==> src/rtl/burst_line_adaptor.sv <==
// burst_line_adaptor: bridges a cache that moves one full line per request to a
// burst memory port that moves one BURST_W beat per cycle. Reads assemble the
// line beat by beat into line_o; writes latch the line and stream it out.
// A watchdog aborts a transaction whose memory side goes silent for too long.
//
// Handshakes:
//   LLC side    - read_i/write_i are levels held until the one-cycle resp_o
//                 pulse; err_o qualifies that pulse (1 = aborted by timeout).
//   memory side - read_o/write_o act as "valid" for the whole burst and
//                 resp_i is the per-beat "ready": a beat is transferred on
//                 every rising edge where the request and resp_i are both
//                 high. burst_o is stable while resp_i is low.
module burst_line_adaptor #(
  parameter int LINE_W  = 256,
  parameter int BURST_W = 64,
  parameter int ADDR_W  = 32,
  parameter int TIMEOUT = 1024
) (
  input  logic               clk,
  input  logic               reset_n,
  input  logic [LINE_W-1:0]  line_i,
  output logic [LINE_W-1:0]  line_o,
  input  logic [ADDR_W-1:0]  address_i,
  input  logic               read_i,
  input  logic               write_i,
  output logic               resp_o,
  output logic               err_o,
  input  logic [BURST_W-1:0] burst_i,
  output logic [BURST_W-1:0] burst_o,
  output logic [ADDR_W-1:0]  address_o,
  output logic               read_o,
  output logic               write_o,
  input  logic               resp_i,
  output logic [1:0]         dbg_state
);

  localparam int BEATS = LINE_W / BURST_W;
  localparam int CNT_W = $clog2(BEATS);
  localparam int OFF_W = $clog2(LINE_W / 8);
  localparam int WD_W  = (TIMEOUT > 0) ? $clog2(TIMEOUT + 1) : 1;

  // Clears the byte-offset bits so the memory always sees a line address.
  localparam logic [ADDR_W-1:0] ALIGN_MASK = ~((ADDR_W'(1) << OFF_W) - ADDR_W'(1));
  localparam logic [CNT_W-1:0]  LAST_BEAT  = CNT_W'(BEATS - 1);
  localparam logic [WD_W-1:0]   WD_LIMIT   = WD_W'(TIMEOUT);

  typedef enum logic [1:0] {
    IDLE = 2'd0,
    RD   = 2'd1,
    WR   = 2'd2,
    DONE = 2'd3
  } state_t;

  state_t            state;
  state_t            state_nxt;
  logic [CNT_W-1:0]  cnt;
  logic [WD_W-1:0]   wdog;
  logic              abort;
  logic [LINE_W-1:0] wbuf;
  logic              busy;
  logic              last_beat;
  logic              expired;

  assign busy      = (state == RD) || (state == WR);
  assign last_beat = busy && resp_i && (cnt == LAST_BEAT);
  // A beat arriving on the limit cycle wins over the timeout.
  assign expired   = busy && !resp_i && (TIMEOUT > 0) && (wdog == WD_LIMIT);

  // State register.
  always_ff @(posedge clk or negedge reset_n) begin
    if (!reset_n) state <= IDLE;
    else          state <= state_nxt;
  end

  // Next-state logic: reads win over writes when both are requested.
  always_comb begin
    state_nxt = state;
    case (state)
      IDLE: begin
        if (read_i)       state_nxt = RD;
        else if (write_i) state_nxt = WR;
      end
      RD, WR: begin
        if (last_beat || expired) state_nxt = DONE;
      end
      DONE:    state_nxt = IDLE;
      default: state_nxt = IDLE;
    endcase
  end

  // Outputs decoded from state; the write beat follows cnt combinationally.
  always_comb begin
    read_o    = (state == RD);
    write_o   = (state == WR);
    resp_o    = (state == DONE);
    err_o     = (state == DONE) && abort;
    burst_o   = '0;
    if (state == WR) burst_o = wbuf[int'(cnt) * BURST_W +: BURST_W];
    dbg_state = state;
  end

  // Datapath: request latching, beat counting, line assembly and watchdog.
  always_ff @(posedge clk or negedge reset_n) begin
    if (!reset_n) begin
      cnt       <= '0;
      wdog      <= '0;
      abort     <= 1'b0;
      line_o    <= '0;
      wbuf      <= '0;
      address_o <= '0;
    end else begin
      case (state)
        IDLE: begin
          cnt   <= '0;
          wdog  <= '0;
          abort <= 1'b0;
          if (read_i || write_i) begin
            address_o <= address_i & ALIGN_MASK;
            if (!read_i) wbuf <= line_i;
          end
        end
        RD, WR: begin
          if (resp_i) begin
            cnt  <= cnt + CNT_W'(1);
            wdog <= '0;
            if (state == RD) line_o[int'(cnt) * BURST_W +: BURST_W] <= burst_i;
          end else if (expired) begin
            abort <= 1'b1;
          end else if (TIMEOUT > 0) begin
            wdog <= wdog + WD_W'(1);
          end
        end
        default: begin
          cnt   <= '0;
          wdog  <= '0;
          abort <= 1'b0;
        end
      endcase
    end
  end

endmodule

==> config.mk <==
export PLATFORM = sky130hd
export DESIGN_NAME = burst_line_adaptor
export DESIGN_NICKNAME = d
export VERILOG_FILES = /design/src/rtl/burst_line_adaptor.sv
export SDC_FILE = /design/constraint.sdc
export NUM_CORES = 1
export LEC_CHECK = 0
export BUFFER_PORTS_ARGS = -buffer_cell sky130_fd_sc_hd__buf_2
export CAP_MARGIN = 0
export CELL_PAD_IN_SITES_DETAIL_PLACEMENT = 1
export CELL_PAD_IN_SITES_GLOBAL_PLACEMENT = 1
export CORE_AREA = 3 3 281 283
export DETAILED_ROUTE_END_ITERATION = 8
export DIE_AREA = 0 0 284 286
export PLACE_DENSITY = 0.6
export SLEW_MARGIN = 20
export SYNTH_ARGS = -nofsm -noshare
export SYNTH_HDL_FRONTEND = slang
export SYNTH_SLANG_ARGS = --single-unit
==> constraint.sdc <==
create_clock -name clk -period 5.9 [get_ports clk]
set_input_delay 1.18 -clock clk [delete_from_list [all_inputs] [get_ports clk]]
set_output_delay 1.18 -clock clk [all_outputs]
set_load 0.01 [all_outputs]
After elaboration in Yosys (flattened, before gate mapping):

Index checks and enable logic that the tools add are counted.

* bits in registers: 555
* latch bits: 0
* bits in read-only memories: 0
* memories: 0
* memory bits (writable): 0

* bitwise logic cells: 1
* muxes and demuxes: 14
* shift-type cells: 3
* $add $sub $neg: 3
* equal/unequal tests: 11
* $mul: 0
* reductions and logical operators: 16
* order comparisons: 0
* div/mod/pow operators: 0

Operator list (count)
* $bwmux W256: 1
* $shift A64 B33 Y256 const A: 1
* $shiftx A256 B9 Y64: 1
* $shiftx A64 B33 Y256: 1
* $mux W64: 1
* $mux W11: 3
* $neg A8 Y33: 1
* $add A11 B1 Y11 const B: 1
* $eq A11 B11 Y1 const B: 1
* $mux W2: 5
* $ne A2 B2 Y1 const B: 4
* $eq A2 B2 Y1 const B: 3
* $ne A3 B3 Y1 const B: 2
* $pmux W2 S3: 1
* $reduce_and A2 Y1: 3
* $reduce_and A3 Y1: 2
* $logic_and A1 B1 Y1: 5
* $logic_or A1 B1 Y1: 3
* $mux W1: 3
* $add A2 B1 Y2 const B: 1
* $eq A2 B1 Y1 const B: 1
* $logic_not A2 Y1: 1
* $reduce_or A2 Y1: 1
* $logic_not A1 Y1: 1
* $not A1 Y1: 1

Depth between registers and ports, before layout:

Gate-level depths: netlist of run 1.

* word-level depth: 7
* mapped depth: 9
* depth with buffers taken out: 6

Worst setup path before layout of run 1:

OpenSTA, ideal clock, no wires.

* path kind: register to output
* from: register cnt[0]
* to: output port burst_o[54]
* data arrival time: 1.831 ns
* path slack: 2.889 ns
* cell stages (with the launch flop): 5
* buffers on the path: 2
* cell sequence: dfrtp_1 -> clkbuf_1 -> buf_1 -> mux4_2 -> and2_1

* longest elaborated chain between the ends: 2

RTL lines
* from (decl): RTL line 56 `logic [CNT_W-1:0] cnt;`
* from (signal assigned): RTL line 124 `cnt <= cnt + CNT_W'(1);`
* $shiftx A256 B9 Y64: RTL line 98 `if (state == WR) burst_o = wbuf[int'(cnt) * BURST_W +: BURST_W];`
* $mux W64: RTL line 98
* to (decl): RTL line 29 `output logic [BURST_W-1:0] burst_o,`

Every way passes these cells.

Worst setup path in the final report of run 1:

* from: register cnt[0]
* to: output port burst_o[59]

The elaborated chain is that of the path after synthesis.

==> results of run 1 <==
-- worst paths after layout --
check                                          to  slack [ps]          startpoint
max in group asynchronous  line_o[87]$_DFFE_PN0P_        3810             reset_n
setup reg to reg            line_o[0]$_DFFE_PN0P_        2510  cnt[0]$_DFFE_PN0P_
setup / recovery                      burst_o[59]        1800  cnt[0]$_DFFE_PN0P_
hold / removal                  abort$_DFFE_PN0P_         490   abort$_DFFE_PN0P_
min in group asynchronous     wbuf[1]$_DFFE_PN0P_         670             reset_n
hold reg to reg                 abort$_DFFE_PN0P_         490   abort$_DFFE_PN0P_
-- where the power goes --
| part | internal [mW] | switching [mW] | total [mW] | leakage [nW] |
|---|---|---|---|---|
| combinational | 2.20 | 1.74 | 3.94 | 6.33 |
| sequential | 5.08 | 0.743 | 5.82 | 7.14 |
| clock | 2.53 | 1.60 | 4.13 | 1.08 |
| total | 9.81 | 4.08 | 13.9 | 14.5 |
-- cells in the final DEF (no fill, tap or decap), drive strengths merged, types with 7 or more instances in the layout --
master,Yosys,final
nand3,7,7
and2,66,66
inv,7,10
diode,0,9
ha,12,12
nor2,10,10
a22o,256,256
clkinv,0,13
dfrtp,555,555
mux4,64,64
buf,15,725
clkbuf,99,82
mux2,283,283
bufinv,0,10
xor2,9,9
-- flip-flops by register name (all words and copies together), names as in the netlist --
signal	flops
wbuf	256
address_o	27
wdog	11
abort	1
cnt	2
line_o	256
dbg_state	2
-- cell type report --
cell class	instances	share of cell area, %
Sequential cell	555	47.6
Multi-Input combinational cell	750	27.3
Timing Repair Buffer	725	12.9
Clock buffer	82	6.06
Tap cell	1040	4.46
Clock inverter	30	1.45
Inverter	7	0.0901
Antenna cell	9	0.0772
-- metrics by stage --
stage	hold WS [ps]	instance area, sq um
after floorplan	442	22200
after detailed placement	479	26900
after global placement	461	26900
after global routing	511	29100
after CTS	493	29100
final	487	29200
-- cell families (layout without fill, tap and decap cells) --
family          Yosys count  after routing  synth area share, %
compound gates          264            264                 10.3
buf+inv                 121            844                 2.17
other cells               1             14               0.0169
flops                   555            555                 62.5
mux                     348            348                 20.9
fa+ha+maj                12             12                0.676
simple gates            112            112                 3.09
xor+xnor                  9              9                0.355
-- worst min-delay path, cell delays in order, from the launching register on --
cell     delay, ps
dfrtp_1        340
nand2_1         50
nand2_1         50
-- per-layer routing --
metal / track usage (%) / up-vias / routed length, um
li1: - / 6652 / -
met1: 21.0 / 8043 / 29100
met2: 30.5 / 548 / 36500
met3: 6.47 / 117 / 6570
met4: 4.35 / 20 / 1570
met5: 0 / - / 134
==> run summary, run 1 <==
number of port buffers: 704
CP Depth: 4
initial antenna violation count: 19
PostCTS Resize Cnt: 0
Worst Hold Path Cells: 2
pre-CTS setup slack: 2310 ps
Die Area: 81200 sq um
Syn Area/Cell: 15.6 sq um
Setup crit end kind: primary output
crit-path cells: buf_12 -> mux4_2 -> and2_1 -> buf_2
clock root buffer: clkbuf_16
Setup violations, final: 0
Post-synth EDFFs: 0
total of warnings raised by yosys: 0
final std cells w/o fill: 3198
area of the mapped netlist: 22200 sq um
Crit Path Category: reg2out
post-route ant nets: 0
Mapped Cells: 1422
DRC violations left: 0
Critical Path AT: 2920 ps
CP max FO: 37
clk slew on worst S/H paths: 60 ps
Largest delay share family, worst path: flip-flops
Die X-Extent: 284 um
first-pass GRT wire length: 112 mm
Tcrit/Tclk final: 69.4%
Synth Flop Type: dfrtp_1
Peak VDD IR: 0.194 mV
area occupied by multi-input gates: 7960 sq um
dpl cells: 3077
HPWL Detailed: 50.7 mm
final worst setup slack: 1800 ps
Tot GR Track Use: 17.7%
vias in the first global route: 17300
worst-skew pair later-pin latency: 610 ps
Yosys reg bits: 555
first drt pass iteration count: 4
slowest CP cell: dfrtp_4
Hold Buf Count CTS: 0
vias per cell: 4.81
Num Clock Sinks: 555
Distinct cells, synth: 35
outcome: completed
max frequency: 0.244 GHz
largest net degree at the start of global routing: 186
Critical Path RT: 4720 ps
worst clock skew: 19.8 ps
GP Congestion: 0.859
core box area: 77000 sq um
gr ovfl total: 0
post-layout min period: 4100 ps
row count: 102
synth cell count leaders: 555 x dfrtp_1, 283 x mux2_2, 256 x a22o_1
DIE HEIGHT: 286 um
DRT Wirelength: 73.9 mm
Synth top area share: 62.5%
RSZ-0062 raised after global routing: no
Async S/R FF share, synth: 100%
per-cell routed wire length: 23.1 um
Finished Core Util: 37.9%
Slew headroom: 19.4%
max_cap viols: 0
Min-Delay Path Class: reg2reg
max incr delay on CP: 940 ps
register area share after synthesis: 62.5%
TritonCTS clock tree: built
CP bufs+invs: 2
setup TNS: 0 ps
PnR Total Power: 13.9 mW
Final Hold Viols: 0
FF-to-FF path depth: 7
DRT iter0 DRCs: 714
Initial Util: 28.9%
Slew @ Worst Pin: 1210 ps
Area contributors post-synth: dfrtp_1 63%, mux2_2 14%, a22o_1 10%
final slew viol count: 0
cell with the most instances after synthesis: dfrtp_1
io pins: 715
leakage: 14.5 nW
CTS Buf Count: 61
CTS max path bufs: 3
share of cells above drive strength 1: 55.3%
Pwr Density: 476 nW/um^2
largest area contributor in the netlist: dfrtp_1
Layout Nets: 2469
CP startpoint kind: flop
setup bufs post-CTS: 0
Storage cell area: 13900 sq um
DR vias: 15400
H-tree depth: 2
fill cell count: 8162
Area Overhead vs Synth: 31.2%
Power figures use the tool's default switching activity.
==> inputs of run 2 (changes only) <==
--- a/config.mk
+++ b/config.mk
@@ -9,10 +9,10 @@
 export CAP_MARGIN = 0
 export CELL_PAD_IN_SITES_DETAIL_PLACEMENT = 1
 export CELL_PAD_IN_SITES_GLOBAL_PLACEMENT = 1
-export CORE_AREA = 3 3 281 283
+export CORE_AREA = 3 3 274 276
 export DETAILED_ROUTE_END_ITERATION = 8
-export DIE_AREA = 0 0 284 286
-export PLACE_DENSITY = 0.6
+export DIE_AREA = 0 0 277 279
+export PLACE_DENSITY = 0.62
 export SLEW_MARGIN = 20
 export SYNTH_ARGS = -nofsm -noshare
 export SYNTH_HDL_FRONTEND = slang
==> constraint.sdc (replaced) <==
create_clock -name clk -period 4.1 [get_ports clk]
set_input_delay 0.82 -clock clk [delete_from_list [all_inputs] [get_ports clk]]
set_output_delay 0.82 -clock clk [all_outputs]
set_load 0.01 [all_outputs]
==> run 2 against run 1 <==
Non-clock buffer count is 11 higher. Critical path type unchanged. Clock skew is 17 ps higher. Power is 44% higher.
==> run summary, run 2 (synthesized netlist as in run 1, its figures left out) <==
outcome: completed
CTS max path bufs: 3
most frequent cells in the layout: 703 x buf_2, 553 x dfrtp_1, 283 x mux2_2, 256 x a22o_1, 67 x clkbuf_16
share of cells above drive strength 1: 55.1%
number of port buffers: 704
setup bufs post-CTS: 0
worst hold slack: 256 ps
pre-CTS setup slack: 1120 ps
Setup violations, final: 0
gr ovfl total: 0
worst clock skew: 37.2 ps
Die X-Extent: 277 um
worst-skew pair later-pin latency: 600 ps
Pwr Density: 685 nW/um^2
io pins: 715
largest net degree at the start of global routing: 104
max layer used: met5
met2 WL post-DR: 38.6 mm
DIE HEIGHT: 279 um
Peak VDD IR: 0.329 mV
first drt pass iteration count: 5
Tot GR Track Use: 19.2%
DRT Wirelength: 76.6 mm
CTS Buf Count: 66
Area Overhead vs Synth: 31.3%
CP max FO: 26
PnR Total Power: 20.0 mW
PostCTS Resize Cnt: 0
Layout Nets: 2485
Slew @ Worst Pin: 1040 ps
Slew headroom: 30.6%
Initial Util: 30.5%
clk slew on worst S/H paths: 60 ps
DR vias: 15700
Met3 Wirelength: 6.31 mm
TritonCTS clock tree: built
HPWL Detailed: 53.9 mm
post-layout min period: 3520 ps
Critical Path RT: 3280 ps
post-route ant nets: 0
Die Area: 77300 sq um
DRC violations left: 0
Hold Buf Count CTS: 0
first-pass GRT wire length: 114 mm
Critical Path AT: 2700 ps
Setup crit end kind: primary output
vias per cell: 5.00
top flop regs: line_o x256, wbuf x256, address_o x27
CP startpoint kind: flop
clock root buffer: clkbuf_16
vias in the first global route: 17500
most common cell after layout, fill and taps aside: buf_2
initial antenna violation count: 21
Num Clock Sinks: 555
max frequency: 0.284 GHz
Tcrit/Tclk final: 85.9%
row count: 99
Crit Path Category: reg2out
setup TNS: 0 ps
DRT iter0 DRCs: 653
leakage: 14.6 nW
core box area: 72800 sq um
max_cap viols: 0
GP Congestion: 0.805
H-tree depth: 3
FF-to-FF path depth: 7
final slew viol count: 0
Min-Delay Path Class: in2async
WL met1: 29.4 mm
RSZ-0062 raised after global routing: no
Final Hold Viols: 0
fill cell count: 7687
per-cell routed wire length: 24.4 um
final worst setup slack: 576 ps
[run 2: changes by cell type in the layout (fill, tap and decap cells not counted), moves of 2 or more]
cell,change
bufinv_16,-5
buf_4,+4
clkbuf_8,-3
clkbuf_1,+10
clkinv_2,-7
clkbuf_16,+4
diode_2,+5
clkinv_8,+4
nand3_2,+4
nand3_4,-4
buf_12,+7
clkinvlp_4,-2
[run 2: worst paths after layout]
path | from | end | slack, ps
min | reset_n | abort$_DFFE_PN0P_ | 260
max in group asynchronous | reset_n | wbuf[128]$_DFFE_PN0P_ | 2620
max | cnt[0]$_DFFE_PN0P_ | burst_o[28] | 580
min in group clk | line_i[202] | wbuf[202]$_DFFE_PN0P_ | 450
max reg2reg | cnt[0]$_DFFE_PN0P_ | line_o[75]$_DFFE_PN0P_ | 1150
min reg2reg | abort$_DFFE_PN0P_ | abort$_DFFE_PN0P_ | 490
[run 2: worst max-delay path, cell delays in order, from the launching register on]
cell and delay (ps):
dfrtp_4 810, buf_4 350, mux4_2 520, and2_1 220, buf_2 160
[run 2: cell type report]
cell class / count / area (sq um) / share of cell area [%]
multi-input combinational: 750 / 7940 / 27.2
timing repair buffer: 736 / 3940 / 13.5
sequential: 555 / 13900 / 47.6
clock buffer: 93 / 1860 / 6.39
inverter: 7 / 26.3 / 0.0901
antenna: 14 / 35.0 / 0.120
clock inverter: 19 / 278 / 0.952
tap: 959 / 1200 / 4.11
[run 2: routing by layer]
layer / vias up / track usage (%)
met1: 8230 / 22.2
met4: 16 / 6.56
met5: - / 0
met2: 587 / 33.5
li1: 6686 / -
met3: 132 / 6.55
[run 2: power breakdown]
part	leakage, nW	internal [mW]	switching [mW]
combinational	6.41	3.19	2.54
sequential	7.13	7.32	1.07
clock	1.04	3.50	2.37
[run 2: metrics by stage]
stage | utilization [%] | instance area (sq um) | cells
after floorplan | - | 22200 | 1426
after global placement | 37.1 | 27000 | 3007
after detailed placement | 37.1 | 27000 | 3007
after CTS | 40.0 | 29100 | 3119
after global routing | 40.0 | 29200 | 3128
final | 40.1 | 29200 | 3133
==> inputs of run 3 (changes only) <==
--- a/config.mk
+++ b/config.mk
@@ -6,13 +6,13 @@
 export NUM_CORES = 1
 export LEC_CHECK = 0
 export BUFFER_PORTS_ARGS = -buffer_cell sky130_fd_sc_hd__buf_2
-export CAP_MARGIN = 0
 export CELL_PAD_IN_SITES_DETAIL_PLACEMENT = 1
 export CELL_PAD_IN_SITES_GLOBAL_PLACEMENT = 1
 export CORE_AREA = 3 3 274 276
 export DETAILED_ROUTE_END_ITERATION = 8
 export DIE_AREA = 0 0 277 279
 export PLACE_DENSITY = 0.62
+export REMOVE_ABC_BUFFERS = 1
 export SLEW_MARGIN = 20
 export SYNTH_ARGS = -nofsm -noshare
 export SYNTH_HDL_FRONTEND = slang
==> run 3 against run 2 <==
Clock skew shrank 25 ps. Final area is 0.37% lower. Die area is the same. Routed wire length grew 0.54%. First-iteration DRC count is 18% higher. Setup slack got worse by 19 ps. Non-clock buffer count up 2. Worst hold slack worse by 69 ps. Core utilization fell by 0.15 points.
==> run summary, run 3 (synthesized netlist as in run 1, its figures left out) <==
Pwr Density: 678 nW/um^2
pre-CTS setup slack: 987 ps
DRT Wirelength: 77.0 mm
DIE HEIGHT: 279 um
DR vias: 15600
DRC violations left: 0
DRT iter0 DRCs: 770
Net Sw Power: 5.93 mW
FF-to-FF path depth: 6
max_cap viols: 0
first drt pass iteration count: 4
TritonCTS clock tree: built
worst clock skew: 12.5 ps
share of cells above drive strength 1: 55.0%
Die X-Extent: 277 um
dpl cells: 3009
leakage: 14.5 nW
Layout Nets: 2482
Slew @ Worst Pin: 1050 ps
post-layout min period: 3540 ps
Slew headroom: 30.2%
Initial Util: 30.5%
vias in the first global route: 17600
number of port buffers: 704
post-route ant nets: 0
Clock power frac: 28.3%
Setup crit end kind: primary output
CP startpoint kind: flop
R2R Setup Slk: 1030 ps
Tot GR Track Use: 19.3%
fill cell count: 7668
PostCTS Resize Cnt: 0
worst-skew pair later-pin latency: 630 ps
PnR Total Power: 19.7 mW
Critical Path AT: 2720 ps
final slew viol count: 0
RSZ-0062 raised after global routing: no
Die Area: 77300 sq um
largest net degree at the start of global routing: 108
per-cell routed wire length: 24.5 um
io pins: 715
most frequent cells in the layout: 703 x buf_2, 553 x dfrtp_1, 283 x mux2_2, 256 x a22o_1, 66 x and2_1
Comb pwr share: 29.1%
first-pass GRT wire length: 115 mm
gr ovfl total: 0
core box area: 72800 sq um
Critical Path RT: 3280 ps
Crit Path Category: reg2out
CTS max path bufs: 3
Peak VDD IR: 0.349 mV
final std cells w/o fill: 3136
reg2reg start: cnt[0]$_DFFE_PN0P_
CTS Buf Count: 61
sw frac: 30.1%
vias per cell: 4.98
clk slew on worst S/H paths: 60 ps
HPWL Detailed: 54.4 mm
Tcrit/Tclk final: 86.4%
Min-Delay Path Class: in2async
CP max FO: 26
initial antenna violation count: 33
Hold Buf Count CTS: 0
Area Overhead vs Synth: 30.8%
Reg power frac: 42.6%
GP Congestion: 0.816
clock root buffer: clkbuf_16
Num Clock Sinks: 555
worst r2r dst: line_o[133]$_DFFE_PN0P_
setup bufs post-CTS: 0
Final Hold Viols: 0
setup TNS: 0 ps
total internal power: 13.8 mW
final worst setup slack: 557 ps
outcome: completed
max frequency: 0.282 GHz
row count: 99
Setup violations, final: 0
top flop regs: line_o x256, wbuf x256, address_o x27
H-tree depth: 2
most common cell after layout, fill and taps aside: buf_2
-- run 3: cell types whose count changed in the layout (fill, tap and decap cells not counted), moves of 3 or more --
cell       change
clkinv_8       -3
buf_4          +3
clkbuf_1       +3
clkbuf_8       +4
clkbuf_16      -5
-- run 3: worst max path at each step --
stage          cells after the start               start                       to  slack, ps
2_1_floorplan                      5  cnt[0]$_DFFE_PN0P_    line_o[0]$_DFFE_PN0P_      -5290
3_3_place_gp                       6  cnt[0]$_DFFE_PN0P_  line_o[130]$_DFFE_PN0P_        980
3_5_place_dp                       6  cnt[0]$_DFFE_PN0P_  line_o[157]$_DFFE_PN0P_        990
4_1_cts                            4  cnt[0]$_DFFE_PN0P_              burst_o[32]        420
5_1_grt                            4  cnt[0]$_DFFE_PN0P_              burst_o[32]        370
6_report                           4  cnt[0]$_DFFE_PN0P_              burst_o[32]        560
-- run 3: stage by stage --
stage	instance area (sq um)	hold slack, ps	utilization (%)
final	29100	187	39.9
after global routing	29100	256	39.9
after CTS	29000	272	39.9
after detailed placement	27000	485	37.1
after global placement	27000	481	37.1
after floorplan	21800	443	-
-- run 3: worst max-delay path, cell delays in order, from the launching register on --
cell and delay, ps:
dfrtp_4 810, buf_4 360, mux4_2 580, and2_1 190, buf_2 130
-- run 3: final cells by class --
cell class / instances / area [sq um] / area share (%)
sequential: 555 / 13900 / 47.8
antenna: 16 / 40.0 / 0.138
tap: 959 / 1200 / 4.13
clock buffer: 95 / 1810 / 6.21
timing repair buffer: 738 / 3940 / 13.6
inverter: 7 / 26.3 / 0.0904
multi-input combinational: 750 / 7940 / 27.3
clock inverter: 16 / 223 / 0.766
-- run 3: layer usage --
| metal | track usage, % | vias up | part of all wire (%) |
|---|---|---|---|
| met4 | 5.70 | 20 | 2.7 |
| met5 | 0 | - | 0.16 |
| li1 | - | 6681 | - |
| met1 | 23.2 | 8201 | 39 |
| met2 | 32.6 | 593 | 49 |
| met3 | 6.99 | 135 | 8.9 |
-- run 3: power by group through the flow --
stage | clock network [mW] | logic [mW] | registers, mW
final | 5.57 | 5.74 | 8.40
after global routing | 5.99 | 6.23 | 8.62
after CTS | 5.76 | 5.87 | 8.41
after global placement | 0 | 5.68 | 8.35
after floorplan | 0 | 3.67 | 8.45
after detailed placement | 0 | 5.87 | 8.48
